`src/rtl/fft_engine_if.sv`:
```
// Stream, PE and status signals of fft_engine.
// The master side is the engine; the slave side is the surrounding system.
interface fft_engine_if #(
  parameter int WORDSIZE = 16,
  parameter int ADDRSIZE = 8
);
  logic                start;
  logic [WORDSIZE-1:0] in_data;
  logic                in_valid;
  logic                in_ready;
  logic [WORDSIZE-1:0] pe_a;
  logic [WORDSIZE-1:0] pe_b;
  logic [ADDRSIZE-1:0] pe_tw_idx;
  logic                pe_valid;
  logic [WORDSIZE-1:0] pe_a_res;
  logic [WORDSIZE-1:0] pe_b_res;
  logic [WORDSIZE-1:0] out_data;
  logic                out_valid;
  logic                out_ready;
  logic                out_last;
  logic                busy;
  logic [ADDRSIZE-1:0] stage_num;
  logic [ADDRSIZE-1:0] counter;
  logic                done;

  modport master (
    input  start, in_data, in_valid, pe_a_res, pe_b_res, out_ready,
    output in_ready, pe_a, pe_b, pe_tw_idx, pe_valid, out_data, out_valid,
           out_last, busy, stage_num, counter, done
  );

  modport slave (
    output start, in_data, in_valid, pe_a_res, pe_b_res, out_ready,
    input  in_ready, pe_a, pe_b, pe_tw_idx, pe_valid, out_data, out_valid,
           out_last, busy, stage_num, counter, done
  );
endinterface

```
`src/rtl/fft_engine.sv`:
```
// Radix-2 DIF FFT sequencer and sample store driving an external fixed-latency PE.
// Define FFT_BITREV_OUT_EN to unload in natural frequency order instead of bit-reversed order.
module fft_engine #(
  parameter int WORDSIZE   = 16,
  parameter int NUMSAMPLES = 32,
  parameter int LOG2N      = 5,
  parameter int ADDRSIZE   = 8,
  parameter int PE_LAT     = 2
) (
  input logic          clk,
  input logic          rst,
  fft_engine_if.master bus
);
  typedef enum logic [2:0] {S_IDLE, S_LOAD, S_COMPUTE, S_DRAIN, S_UNLOAD} state_t;

  localparam logic [ADDRSIZE-1:0] LAST_IDX   = ADDRSIZE'(NUMSAMPLES - 1);
  localparam logic [ADDRSIZE-1:0] HALF_N     = ADDRSIZE'(NUMSAMPLES / 2);
  localparam logic [ADDRSIZE-1:0] LAST_K     = ADDRSIZE'(NUMSAMPLES / 2 - 1);
  localparam logic [ADDRSIZE-1:0] LAST_STAGE = ADDRSIZE'(LOG2N - 1);
  localparam logic [3:0]          DRAIN_LAST = 4'(PE_LAT);

  state_t              state_q, state_d;
  logic [ADDRSIZE-1:0] idx_q, idx_d;
  logic [ADDRSIZE-1:0] stage_q, stage_d;
  logic [ADDRSIZE-1:0] counter_q, counter_d;
  logic [3:0]          drain_q, drain_d;
  logic [WORDSIZE-1:0] pe_a_q, pe_a_d;
  logic [WORDSIZE-1:0] pe_b_q, pe_b_d;
  logic [ADDRSIZE-1:0] tw_q, tw_d;
  logic                pe_valid_q, pe_valid_d;
  logic [WORDSIZE-1:0] out_data_q, out_data_d;
  logic                out_valid_q, out_valid_d;
  logic                out_last_q, out_last_d;
  logic                done_q, done_d;

  logic [WORDSIZE-1:0] mem_q [NUMSAMPLES];

  // Write-back pipeline: entry 0 is loaded on the issue edge, entry PE_LAT
  // lines up with the PE results on the bus.
  logic                wb_valid_q [PE_LAT+1];
  logic [LOG2N-1:0]    wb_top_q   [PE_LAT+1];
  logic [LOG2N-1:0]    wb_bot_q   [PE_LAT+1];

  logic [ADDRSIZE-1:0] span_c, mask_c, pos_c;
  logic [LOG2N-1:0]    top_c, bot_c;
  logic [LOG2N-1:0]    ul_j_c, ul_addr_c;

  assign span_c = HALF_N >> stage_q;
  assign mask_c = span_c - 1'b1;
  assign pos_c  = counter_q & mask_c;
  assign top_c  = LOG2N'(((counter_q & ~mask_c) << 1) | pos_c);
  assign bot_c  = top_c + LOG2N'(span_c);

  // Unload reads one sample ahead: index 0 on DRAIN exit, then j+1 per accepted beat.
  assign ul_j_c = (state_q == S_UNLOAD) ? idx_q[LOG2N-1:0] + 1'b1 : '0;

`ifdef FFT_BITREV_OUT_EN
  for (genvar gi = 0; gi < LOG2N; gi++) begin : g_bitrev
    assign ul_addr_c[gi] = ul_j_c[LOG2N-1-gi];
  end
`else
  assign ul_addr_c = ul_j_c;
`endif

  always_comb begin
    state_d     = state_q;
    idx_d       = idx_q;
    stage_d     = stage_q;
    counter_d   = counter_q;
    drain_d     = drain_q;
    pe_a_d      = pe_a_q;
    pe_b_d      = pe_b_q;
    tw_d        = tw_q;
    pe_valid_d  = 1'b0;
    out_data_d  = out_data_q;
    out_valid_d = out_valid_q;
    out_last_d  = out_last_q;
    done_d      = 1'b0;
    unique case (state_q)
      S_IDLE: begin
        if (bus.start) begin
          state_d   = S_LOAD;
          idx_d     = '0;
          stage_d   = '0;
          counter_d = '0;
        end
      end
      S_LOAD: begin
        if (bus.in_valid) begin
          idx_d = idx_q + 1'b1;
          if (idx_q == LAST_IDX) begin
            state_d   = S_COMPUTE;
            stage_d   = '0;
            counter_d = '0;
          end
        end
      end
      S_COMPUTE: begin
        pe_a_d     = mem_q[top_c];
        pe_b_d     = mem_q[bot_c];
        tw_d       = pos_c << stage_q;
        pe_valid_d = 1'b1;
        if (counter_q == LAST_K) begin
          state_d = S_DRAIN;
          drain_d = '0;
        end else begin
          counter_d = counter_q + 1'b1;
        end
      end
      S_DRAIN: begin
        if (drain_q == DRAIN_LAST) begin
          if (stage_q == LAST_STAGE) begin
            // Sample 0 was last written early in the final stage, so this read
            // is safe even though the final write-back lands on this same edge.
            state_d     = S_UNLOAD;
            idx_d       = '0;
            out_data_d  = mem_q[ul_addr_c];
            out_valid_d = 1'b1;
            out_last_d  = 1'b0;
          end else begin
            state_d   = S_COMPUTE;
            stage_d   = stage_q + 1'b1;
            counter_d = '0;
          end
        end else begin
          drain_d = drain_q + 1'b1;
        end
      end
      S_UNLOAD: begin
        if (out_valid_q && bus.out_ready) begin
          if (out_last_q) begin
            state_d     = S_IDLE;
            out_valid_d = 1'b0;
            out_last_d  = 1'b0;
            done_d      = 1'b1;
          end else begin
            idx_d      = idx_q + 1'b1;
            out_data_d = mem_q[ul_addr_c];
            out_last_d = ((idx_q + 1'b1) == LAST_IDX);
          end
        end
      end
      default: state_d = S_IDLE;
    endcase
  end

  always_ff @(posedge clk) begin
    if (rst) begin
      state_q     <= S_IDLE;
      idx_q       <= '0;
      stage_q     <= '0;
      counter_q   <= '0;
      drain_q     <= '0;
      pe_a_q      <= '0;
      pe_b_q      <= '0;
      tw_q        <= '0;
      pe_valid_q  <= 1'b0;
      out_data_q  <= '0;
      out_valid_q <= 1'b0;
      out_last_q  <= 1'b0;
      done_q      <= 1'b0;
      for (int i = 0; i <= PE_LAT; i++) begin
        wb_valid_q[i] <= 1'b0;
      end
    end else begin
      state_q     <= state_d;
      idx_q       <= idx_d;
      stage_q     <= stage_d;
      counter_q   <= counter_d;
      drain_q     <= drain_d;
      pe_a_q      <= pe_a_d;
      pe_b_q      <= pe_b_d;
      tw_q        <= tw_d;
      pe_valid_q  <= pe_valid_d;
      out_data_q  <= out_data_d;
      out_valid_q <= out_valid_d;
      out_last_q  <= out_last_d;
      done_q      <= done_d;
      wb_valid_q[0] <= pe_valid_d;
      wb_top_q[0]   <= top_c;
      wb_bot_q[0]   <= bot_c;
      for (int i = 1; i <= PE_LAT; i++) begin
        wb_valid_q[i] <= wb_valid_q[i-1];
        wb_top_q[i]   <= wb_top_q[i-1];
        wb_bot_q[i]   <= wb_bot_q[i-1];
      end
    end
  end

  // Sample store: load port plus two write-back ports; contents survive reset.
  always_ff @(posedge clk) begin
    if (!rst) begin
      if (state_q == S_LOAD && bus.in_valid) begin
        mem_q[idx_q[LOG2N-1:0]] <= bus.in_data;
      end
      if (wb_valid_q[PE_LAT]) begin
        mem_q[wb_top_q[PE_LAT]] <= bus.pe_a_res;
        mem_q[wb_bot_q[PE_LAT]] <= bus.pe_b_res;
      end
    end
  end

  assign bus.in_ready  = (state_q == S_LOAD);
  assign bus.busy      = (state_q != S_IDLE);
  assign bus.pe_a      = pe_a_q;
  assign bus.pe_b      = pe_b_q;
  assign bus.pe_tw_idx = tw_q;
  assign bus.pe_valid  = pe_valid_q;
  assign bus.out_data  = out_data_q;
  assign bus.out_valid = out_valid_q;
  assign bus.out_last  = out_last_q;
  assign bus.stage_num = stage_q;
  assign bus.counter   = counter_q;
  assign bus.done      = done_q;
endmodule

```
`src/flat_wrapper.sv`:
```
// flat-port wrapper written by rule: the top's interface ports become plain ports
module fft_engine_flat 
#(
  parameter int WORDSIZE   = 16,
  parameter int NUMSAMPLES = 32,
  parameter int LOG2N      = 5,
  parameter int ADDRSIZE   = 8,
  parameter int PE_LAT     = 2
)
  (clk, rst, bus_start, bus_in_data, bus_in_valid, bus_pe_a_res, bus_pe_b_res, bus_out_ready, bus_in_ready, bus_pe_a, bus_pe_b, bus_pe_tw_idx, bus_pe_valid, bus_out_data, bus_out_valid, bus_out_last, bus_busy, bus_stage_num, bus_counter, bus_done);
  fft_engine_if #(.WORDSIZE(WORDSIZE), .ADDRSIZE(ADDRSIZE)) bus_i ();
  input logic clk;
  input logic rst;
  input wire logic [$bits(bus_i.start)-1:0] bus_start;
  input wire logic [$bits(bus_i.in_data)-1:0] bus_in_data;
  input wire logic [$bits(bus_i.in_valid)-1:0] bus_in_valid;
  input wire logic [$bits(bus_i.pe_a_res)-1:0] bus_pe_a_res;
  input wire logic [$bits(bus_i.pe_b_res)-1:0] bus_pe_b_res;
  input wire logic [$bits(bus_i.out_ready)-1:0] bus_out_ready;
  output wire logic [$bits(bus_i.in_ready)-1:0] bus_in_ready;
  output wire logic [$bits(bus_i.pe_a)-1:0] bus_pe_a;
  output wire logic [$bits(bus_i.pe_b)-1:0] bus_pe_b;
  output wire logic [$bits(bus_i.pe_tw_idx)-1:0] bus_pe_tw_idx;
  output wire logic [$bits(bus_i.pe_valid)-1:0] bus_pe_valid;
  output wire logic [$bits(bus_i.out_data)-1:0] bus_out_data;
  output wire logic [$bits(bus_i.out_valid)-1:0] bus_out_valid;
  output wire logic [$bits(bus_i.out_last)-1:0] bus_out_last;
  output wire logic [$bits(bus_i.busy)-1:0] bus_busy;
  output wire logic [$bits(bus_i.stage_num)-1:0] bus_stage_num;
  output wire logic [$bits(bus_i.counter)-1:0] bus_counter;
  output wire logic [$bits(bus_i.done)-1:0] bus_done;
  assign bus_i.start = bus_start;
  assign bus_i.in_data = bus_in_data;
  assign bus_i.in_valid = bus_in_valid;
  assign bus_i.pe_a_res = bus_pe_a_res;
  assign bus_i.pe_b_res = bus_pe_b_res;
  assign bus_i.out_ready = bus_out_ready;
  assign bus_in_ready = bus_i.in_ready;
  assign bus_pe_a = bus_i.pe_a;
  assign bus_pe_b = bus_i.pe_b;
  assign bus_pe_tw_idx = bus_i.pe_tw_idx;
  assign bus_pe_valid = bus_i.pe_valid;
  assign bus_out_data = bus_i.out_data;
  assign bus_out_valid = bus_i.out_valid;
  assign bus_out_last = bus_i.out_last;
  assign bus_busy = bus_i.busy;
  assign bus_stage_num = bus_i.stage_num;
  assign bus_counter = bus_i.counter;
  assign bus_done = bus_i.done;
  fft_engine #(.WORDSIZE(WORDSIZE), .NUMSAMPLES(NUMSAMPLES), .LOG2N(LOG2N), .ADDRSIZE(ADDRSIZE), .PE_LAT(PE_LAT)) u_core (.clk(clk), .rst(rst), .bus(bus_i));
endmodule
```
`config.mk`:
```
export PLATFORM = sky130hd
export DESIGN_NAME = fft_engine_flat
export DESIGN_NICKNAME = d
export VERILOG_FILES = /design/src/rtl/fft_engine_if.sv /design/src/rtl/fft_engine.sv /design/src/flat_wrapper.sv
export SDC_FILE = /design/constraint.sdc
export NUM_CORES = 2
export LEC_CHECK = 0
export BUFFER_PORTS_ARGS = -buffer_cell sky130_fd_sc_hd__buf_2
export CAP_MARGIN = 30
export CORE_ASPECT_RATIO = 0.5
export CORE_MARGIN = 5
export CORE_UTILIZATION = 38
export DETAILED_ROUTE_END_ITERATION = 6
export GPL_ROUTABILITY_DRIVEN = 0
export PLACE_DENSITY = 0.52
export SYNTH_ARGS = -nofsm -noshare
export SYNTH_HDL_FRONTEND = slang
export SYNTH_SLANG_ARGS = --single-unit
```
`constraint.sdc`:
```
create_clock -name clk -period 9 [get_ports clk]
set_clock_uncertainty 0.2 [all_clocks]
set_input_delay 1.8 -clock clk [delete_from_list [all_inputs] [get_ports clk]]
set_output_delay 1.8 -clock clk [all_outputs]
set_load 0.05 [all_outputs]
```
* Word level (Yosys, flattened, before mapping) *
Memory sizes are Yosys's and may differ from the RTL's. A register that Yosys moved wholly into a read port is not among the register bits.
Index checks and enable logic that the tools add are counted.

word-level totals
  input port bits = 53
  bits in writable memories = 545
  logic and storage cells = 130
  output and inout bits = 78
  bits in registers = 59
  memories kept = 4

operators by class
  bitwise gates (word level) = 9
  add/sub/neg operators = 7
  reductions and logical operators = 18
  shift-type cells = 2
  mux-type cells = 58
  equal/unequal tests = 21

memories
  memory             words  bits a word  rd ports  clocked after Yosys merged registers in  wr ports  RTL line          text
  u_core.mem_q       32     16           3         2                                        3         fft_engine.sv:36  logic [WORDSIZE-1:0] mem_q [NUMSAMPLES];
  u_core.wb_bot_q    3      5            3         0                                        3         fft_engine.sv:42  logic [LOG2N-1:0] wb_bot_q [PE_LAT+1];
  u_core.wb_top_q    3      5            3         0                                        3         fft_engine.sv:41  logic [LOG2N-1:0] wb_top_q [PE_LAT+1];
  u_core.wb_valid_q  3      1            3         0                                        3         fft_engine.sv:40  logic wb_valid_q [PE_LAT+1];

operators with widths
  kind                                                                      count
  8-bit 2-to-1 mux                                                          13
  16-bit 2-to-1 mux                                                         4
  8-bit case mux with 4 select lines                                        2
  16-bit case mux with 2 select lines                                       1
  8-bit by 1-bit adder with 8-bit output (second input constant)            3
  3-bit 2-to-1 mux                                                          8
  8-bit case mux with 3 select lines                                        1
  1-bit 2-to-1 mux                                                          22
  7-bit AND reduction                                                       3
  8-bit by 5-bit equality test with 1-bit output (second input constant)    2
  3-bit case mux with 5 select lines                                        1
  2-bit inequality test (second input constant)                             7
  2-bit by 1-bit inequality test with 1-bit output (second input constant)  5
  5-bit AND reduction                                                       2
  8-bit AND                                                                 1
  8-bit by 3-bit equality test with 1-bit output (second input constant)    1
  8-bit by 4-bit equality test with 1-bit output (second input constant)    1
  4-bit 2-to-1 mux                                                          2
  4-bit case mux with 2 select lines                                        1
  4-bit nonzero test                                                        2
  8-bit by 8-bit left shift with 8-bit output                               1
  5-bit by 8-bit >> shifter with 8-bit output (first input constant)        1
  8-bit by 1-bit subtractor with 8-bit output (second input constant)       1
  3-bit by 2-bit equality test with 1-bit output (second input constant)    2
  other kinds (21)                                                          28

* Longest topological paths before layout *
  depth after elaboration = 6
  gate-level depth with buffers = 22

* Worst setup path after synthesis *
No wires, ideal clock.

  path kind = register -> register
  from = register u_core.stage_q[2], in the netlist u_core.bus.stage_num[2]
  to = register u_core.pe_b_q[11], in the netlist u_core.bus.pe_b[11], read port of u_core.mem_q
  period minus slack after synthesis = 5857 ps
  arrival = 5542 ps
  cell stages (with the launch flop) = 21
  path slack = 3143 ps
  required time = 8685 ps
  library setup time = 115 ps
  cell sequence = dfxtp_1 > buf_4 > or4b_2 > nor2_2 > inv_2 > clkbuf_1 > buf_1 > ha_1 > nand2b_1 > clkbuf_1 > clkbuf_1 > buf_1 > nand2_1 > fa_1 > xnor2_1 > inv_1 > clkbuf_1 > buf_1 > mux2i_1 > a32oi_1 > and3_1

between the ends
  longest elaborated chain between the ends = 6
  elaborated cells on any way between the ends = 7

ends and longest elaborated chain
  element                                          RTL line           text
  start: declaration                               fft_engine.sv:24   logic [ADDRSIZE-1:0] stage_q, stage_d;
  start signal: assignment                         fft_engine.sv:168  stage_q <= stage_d;
  5-bit by 8-bit >> shifter with 8-bit output (*)  fft_engine.sv:48   assign span_c = HALF_N >> stage_q;
  8-bit by 1-bit subtractor with 8-bit output (*)  fft_engine.sv:49   assign mask_c = span_c - 1'b1;
  4-bit inverter                                   fft_engine.sv:51   assign top_c = LOG2N'(((counter_q & ~mask_c) << 1) | pos_c);
  4-bit AND                                        fft_engine.sv:51
  5-bit bitwise OR (*)                             fft_engine.sv:51
  net u_core.top_c[1]                              fft_engine.sv:45   logic [LOG2N-1:0] top_c, bot_c;
  5-bit adder (*)                                  fft_engine.sv:52   assign bot_c = top_c + LOG2N'(span_c);
  end: declaration                                 fft_engine.sv:28   logic [WORDSIZE-1:0] pe_b_q, pe_b_d;

Mark *: on every way through the listed nets, which the timed path passes. The rest lies on a longest branch.
A chain may end at the register's enable or synchronous reset.

* Worst setup path after layout *
  from = register u_core.stage_q[4], in the netlist u_core.bus.stage_num[4]
  to = register u_core.pe_b_q[14], in the netlist u_core.bus.pe_b[14], read port of u_core.mem_q

between the ends
  longest elaborated chain between the ends = 6
  elaborated cells on any way between the ends = 7

ends and longest elaborated chain
  element                                          RTL line
  5-bit by 8-bit >> shifter with 8-bit output (*)  fft_engine.sv:48
  8-bit by 1-bit subtractor with 8-bit output      fft_engine.sv:49
  4-bit inverter                                   fft_engine.sv:51
  4-bit AND                                        fft_engine.sv:51
  5-bit bitwise OR                                 fft_engine.sv:51
  5-bit adder (*)                                  fft_engine.sv:52
  net u_core.bot_c[4]                              fft_engine.sv:45

Marks and branches as above.

==> metrics.log <==
[metrics] cell area after layout: 0.05143 sq mm
[metrics] horizontal extent of the die: 501.9 um
[metrics] max_slew headroom: 17.30%
[metrics] peak ir drop on the vdd network: 148.3 uV
[metrics] setup fix buffers added after clock tree synthesis: 0
[metrics] CTS-repair resized insts: 0
[metrics] initial core utilization: 38.20%
[metrics] end of the worst register-to-register path: u_core.bus.pe_b[14]$_SDFFE_PP0P_
[metrics] Root Driver: sky130_fd_sc_hd__clkbuf_16
[metrics] number of different library cells in the post-synthesis netlist: 82
[metrics] area of the mapped netlist: 0.04598 sq mm
[metrics] gate count of the mapped netlist: 4,891
[metrics] critical path startpoint category: flop
[metrics] via count: 45,273
[metrics] number of cells on the worst hold path: 0
[metrics] worst reg2reg path startpoint: u_core.bus.stage_num[4]$_SDFFE_PP0P_
[metrics] CTS Hold Bufs: 0
[metrics] average wire per cell in the routed design: 37.94 um
[metrics] Synth async-reset ratio: 0%
[metrics] max-slew violation total from the final report: 0
[metrics] capturing element type of the critical path: flop
[metrics] Core Area: 0.1204 sq mm
[metrics] run status: finished, violations left
[metrics] Clock Sinks: 635
[metrics] data arrival at the endpoint of the critical path: 7.57 ns
[metrics] number of synthesized flops with an enable pin: 542
[metrics] final setup violating endpoints: 0
[metrics] IO Pins: 131
[metrics] required arrival time at the worst endpoint: 9.39 ns
[metrics] largest net degree at the start of global routing: 100
[metrics] net count of the mapped netlist: 4,958
[metrics] CTS Buffer Depth: 3
[metrics] initial drt markers: 8,117
[metrics] share of layout cells above drive strength 1: 16.48%
[metrics] final-stage net count: 4,780
[metrics] gr ovfl total: 0
[metrics] proportion of synthesized chip area in sequential cells: 39.45%
[metrics] type of the most critical hold path: flop to flop
[metrics] wire length of the first global-routing pass: 331,600 um
[metrics] HP Start: u_core.wb_bot_q[0][9]$_DFFE_PN_
[metrics] final sum of negative setup slack: 0 ns
[metrics] number of max-cap violations: 0
[metrics] R2R setup slack: 1.82 ns
[metrics] maximum fanout along the worst path: 28
[metrics] Syn Area/Cell: 9.401 sq um
[metrics] Min-Delay Endpoint: u_core.wb_bot_q[0][14]$_DFFE_PN_
[metrics] total track usage: 36.18%
[metrics] ys flop type: sky130_fd_sc_hd__edfxtp_1
[metrics] Chip Height: 256.0 um
[metrics] length in cells of the worst reg-to-reg path: 15
[metrics] unrepaired setup endpoints after global routing: no
[metrics] level count of the clock H-tree: 3
[metrics] Die Outline Area: 0.1285 sq mm
[metrics] count of state elements after synthesis: 635
[metrics] power density over cell area: 163.0 mW/mm^2
[metrics] Worst Path Class, Setup: flop to flop
[metrics] sum of net half-perimeters after detailed placement: 160,900 um
[metrics] number of fill cells in the layout: 11,422
[metrics] detail-routed via count per cell: 7.087
[metrics] period utilization: 79.78%
[metrics] via count of the first global-routing pass: 40,787
[metrics] DRC violation count after routing: 35
[metrics] Fin. Hold Viols: 0
[metrics] CTS clock-pin slew for the worst setup and hold paths: 0.07 ns
[metrics] clock buffers created by TritonCTS: 69
[metrics] sum of routed wire length over all layers: 242,400 um
[metrics] worst slew pin tran: 1.231 ns
[metrics] number of placement rows: 90
[metrics] area post-placement: 0.04888 sq mm
[metrics] Static Leakage: 0.01833 uW
[metrics] Synth Warn #: 0
[metrics] clock period minus worst slack: 7.180 ns
[metrics] antenna violations before repair: 20
[metrics] number of routed nets with antenna violations: 0
[metrics] clock tree from TritonCTS: yes
[metrics] maximum clock frequency: 139.3 MHz
[metrics] IO buf count: 130
[metrics] length of the first detailed-routing pass in iterations: 7
[metrics] area delta synth->final: 11.86%
[metrics] failing checks: DRC
[metrics] Skew-Pair Late Insertion Delay: 0.69 ns
cells in the mapped netlist, drive strengths merged (41+ instances only):
cell    number  area share [%]
edfxtp     542              35
mux4       161             7.9
buf         88            0.90
o211ai      41            0.68
clkbuf     485             4.0
a211oi      69             1.1
nor2       379             3.1
o221ai      60             1.1
nand3       85            0.93
a21oi      388             4.2
a31oi       82             1.1
o21ai      395             4.3
nand2      723             5.9
o22ai      157             2.1
mux2        72             1.8
dfxtp       93             4.0
mux2i      616              13
cell usage in the layout, fill, tap and decap left out, types with 128 or more instances in the layout:
master,instances
sky130_fd_sc_hd__buf_4,128
sky130_fd_sc_hd__o22ai_1,157
sky130_fd_sc_hd__buf_2,135
sky130_fd_sc_hd__nor2_1,345
sky130_fd_sc_hd__nand2_1,722
sky130_fd_sc_hd__mux4_2,161
sky130_fd_sc_hd__edfxtp_1,542
sky130_fd_sc_hd__mux2i_1,616
sky130_fd_sc_hd__o21ai_0,392
sky130_fd_sc_hd__a21oi_1,388
power breakdown:
group	switching (uW)	internal [uW]	leakage, uW	total [uW]
logic	1330	565	0.0116	1900
registers	142	3250	0.00565	3400
clock network	1390	1700	0.00112	3090
total	2860	5520	0.0183	8380
area by class of cell:
| type | instances | area, sq um | area share (%) |
|---|---|---|---|
| multi-input cells | 3665 | 25980 | 50.51 |
| flip-flops and latches | 635 | 18140 | 35.28 |
| repair buffers | 324 | 2902 | 5.641 |
| well taps | 1610 | 2014 | 3.917 |
| clock buffers | 80 | 1832 | 3.561 |
| clock inverters | 46 | 466.7 | 0.9074 |
| inverters | 18 | 71.32 | 0.1387 |
| diodes | 10 | 25.02 | 0.04865 |
routing by layer:
layer	wire (um)	global-route usage [%]	vias up
met5	213	0.8525	-
met4	16960	19.37	18
met3	41530	17.38	896
met2	96480	50.55	4313
met1	87180	45.82	21935
li1	-	-	18111
worst max path at each step:
| stage | end | slack, ns | startpoint | cells past startpoint |
|---|---|---|---|---|
| 6_report | u_core.bus.pe_b[14]$_SDFFE_PP0P_ | 1.82 | u_core.bus.stage_num[4]$_SDFFE_PP0P_ | 15 |
| 5_1_grt | u_core.bus.pe_b[14]$_SDFFE_PP0P_ | 1.79 | u_core.bus.stage_num[4]$_SDFFE_PP0P_ | 12 |
| 4_1_cts | u_core.bus.pe_b[14]$_SDFFE_PP0P_ | 2.25 | u_core.bus.stage_num[4]$_SDFFE_PP0P_ | 12 |
| 3_5_place_dp | u_core.bus.pe_b[14]$_SDFFE_PP0P_ | 2.24 | u_core.bus.stage_num[4]$_SDFFE_PP0P_ | 15 |
| 3_3_place_gp | u_core.bus.pe_b[14]$_SDFFE_PP0P_ | 2.38 | u_core.bus.stage_num[4]$_SDFFE_PP0P_ | 15 |
| 2_1_floorplan | u_core.bus.pe_b[11]$_SDFFE_PP0P_ | 3.14 | u_core.bus.stage_num[2]$_SDFFE_PP0P_ | 20 |
metrics by stage:
step | util, % | total power, uW | setup WS, ns | hold slack, ns | cells
6_report | 42.73 | 8383 | 1.820 | 0.2183 | 6388
5_1_grt | 42.71 | 8523 | 1.788 | 0.2171 | 6381
4_1_cts | 42.52 | 8254 | 2.248 | 0.2183 | 6363
3_5_place_dp | 40.61 | 5231 | 2.238 | 0.2054 | 6237
3_3_place_gp | 39.81 | 5190 | 2.385 | 0.2022 | 6189
2_1_floorplan | - | 4498 | 3.143 | 0.2003 | 4891
cell families after synthesis:
group	after synthesis	synth area share, %
compound gates	1407	18.98
flops	635	39.45
other cells	1	0.008156
xor+xnor	25	0.4925
mux	849	23.06
buf+inv	591	5.002
simple gates	1369	12.62
fa+ha+maj	14	0.3973
sequential cells by signal, summed over array words and instances, names as in the netlist:
name	flops
u_core.bus.pe_tw_idx	8
u_core.bus.counter	8
u_core.bus.out_data	16
u_core.bus.done	1
u_core.mem_q	512
u_core.bus.out_last	1
u_core.state_q	3
u_core.wb_valid_q	3
u_core.bus.stage_num	8
u_core.idx_q	8
u_core.wb_top_q	15
u_core.bus.pe_b	16
u_core.drain_q	4
u_core.wb_bot_q	15
u_core.bus.out_valid	1
u_core.bus.pe_a	16
critical path, stage by stage, from the launching register on:
cell and delay [ns]:
sky130_fd_sc_hd__dfxtp_1 0.38, sky130_fd_sc_hd__or4_1 0.94, sky130_fd_sc_hd__nor2_2 0.76, sky130_fd_sc_hd__inv_4 0.04, sky130_fd_sc_hd__ha_1 0.32, sky130_fd_sc_hd__nor2b_1 0.18, sky130_fd_sc_hd__o21ai_0 0.10, sky130_fd_sc_hd__and3_2 0.44
sky130_fd_sc_hd__inv_2 0.70, sky130_fd_sc_hd__ha_1 0.40, sky130_fd_sc_hd__a21oi_1 0.21, sky130_fd_sc_hd__xnor2_1 0.15, sky130_fd_sc_hd__xnor2_2 0.42, sky130_fd_sc_hd__and3_1 0.95, sky130_fd_sc_hd__a32oi_1 0.56, sky130_fd_sc_hd__and3_1 0.31
No activity file was read; power rests on OpenSTA's default activity.
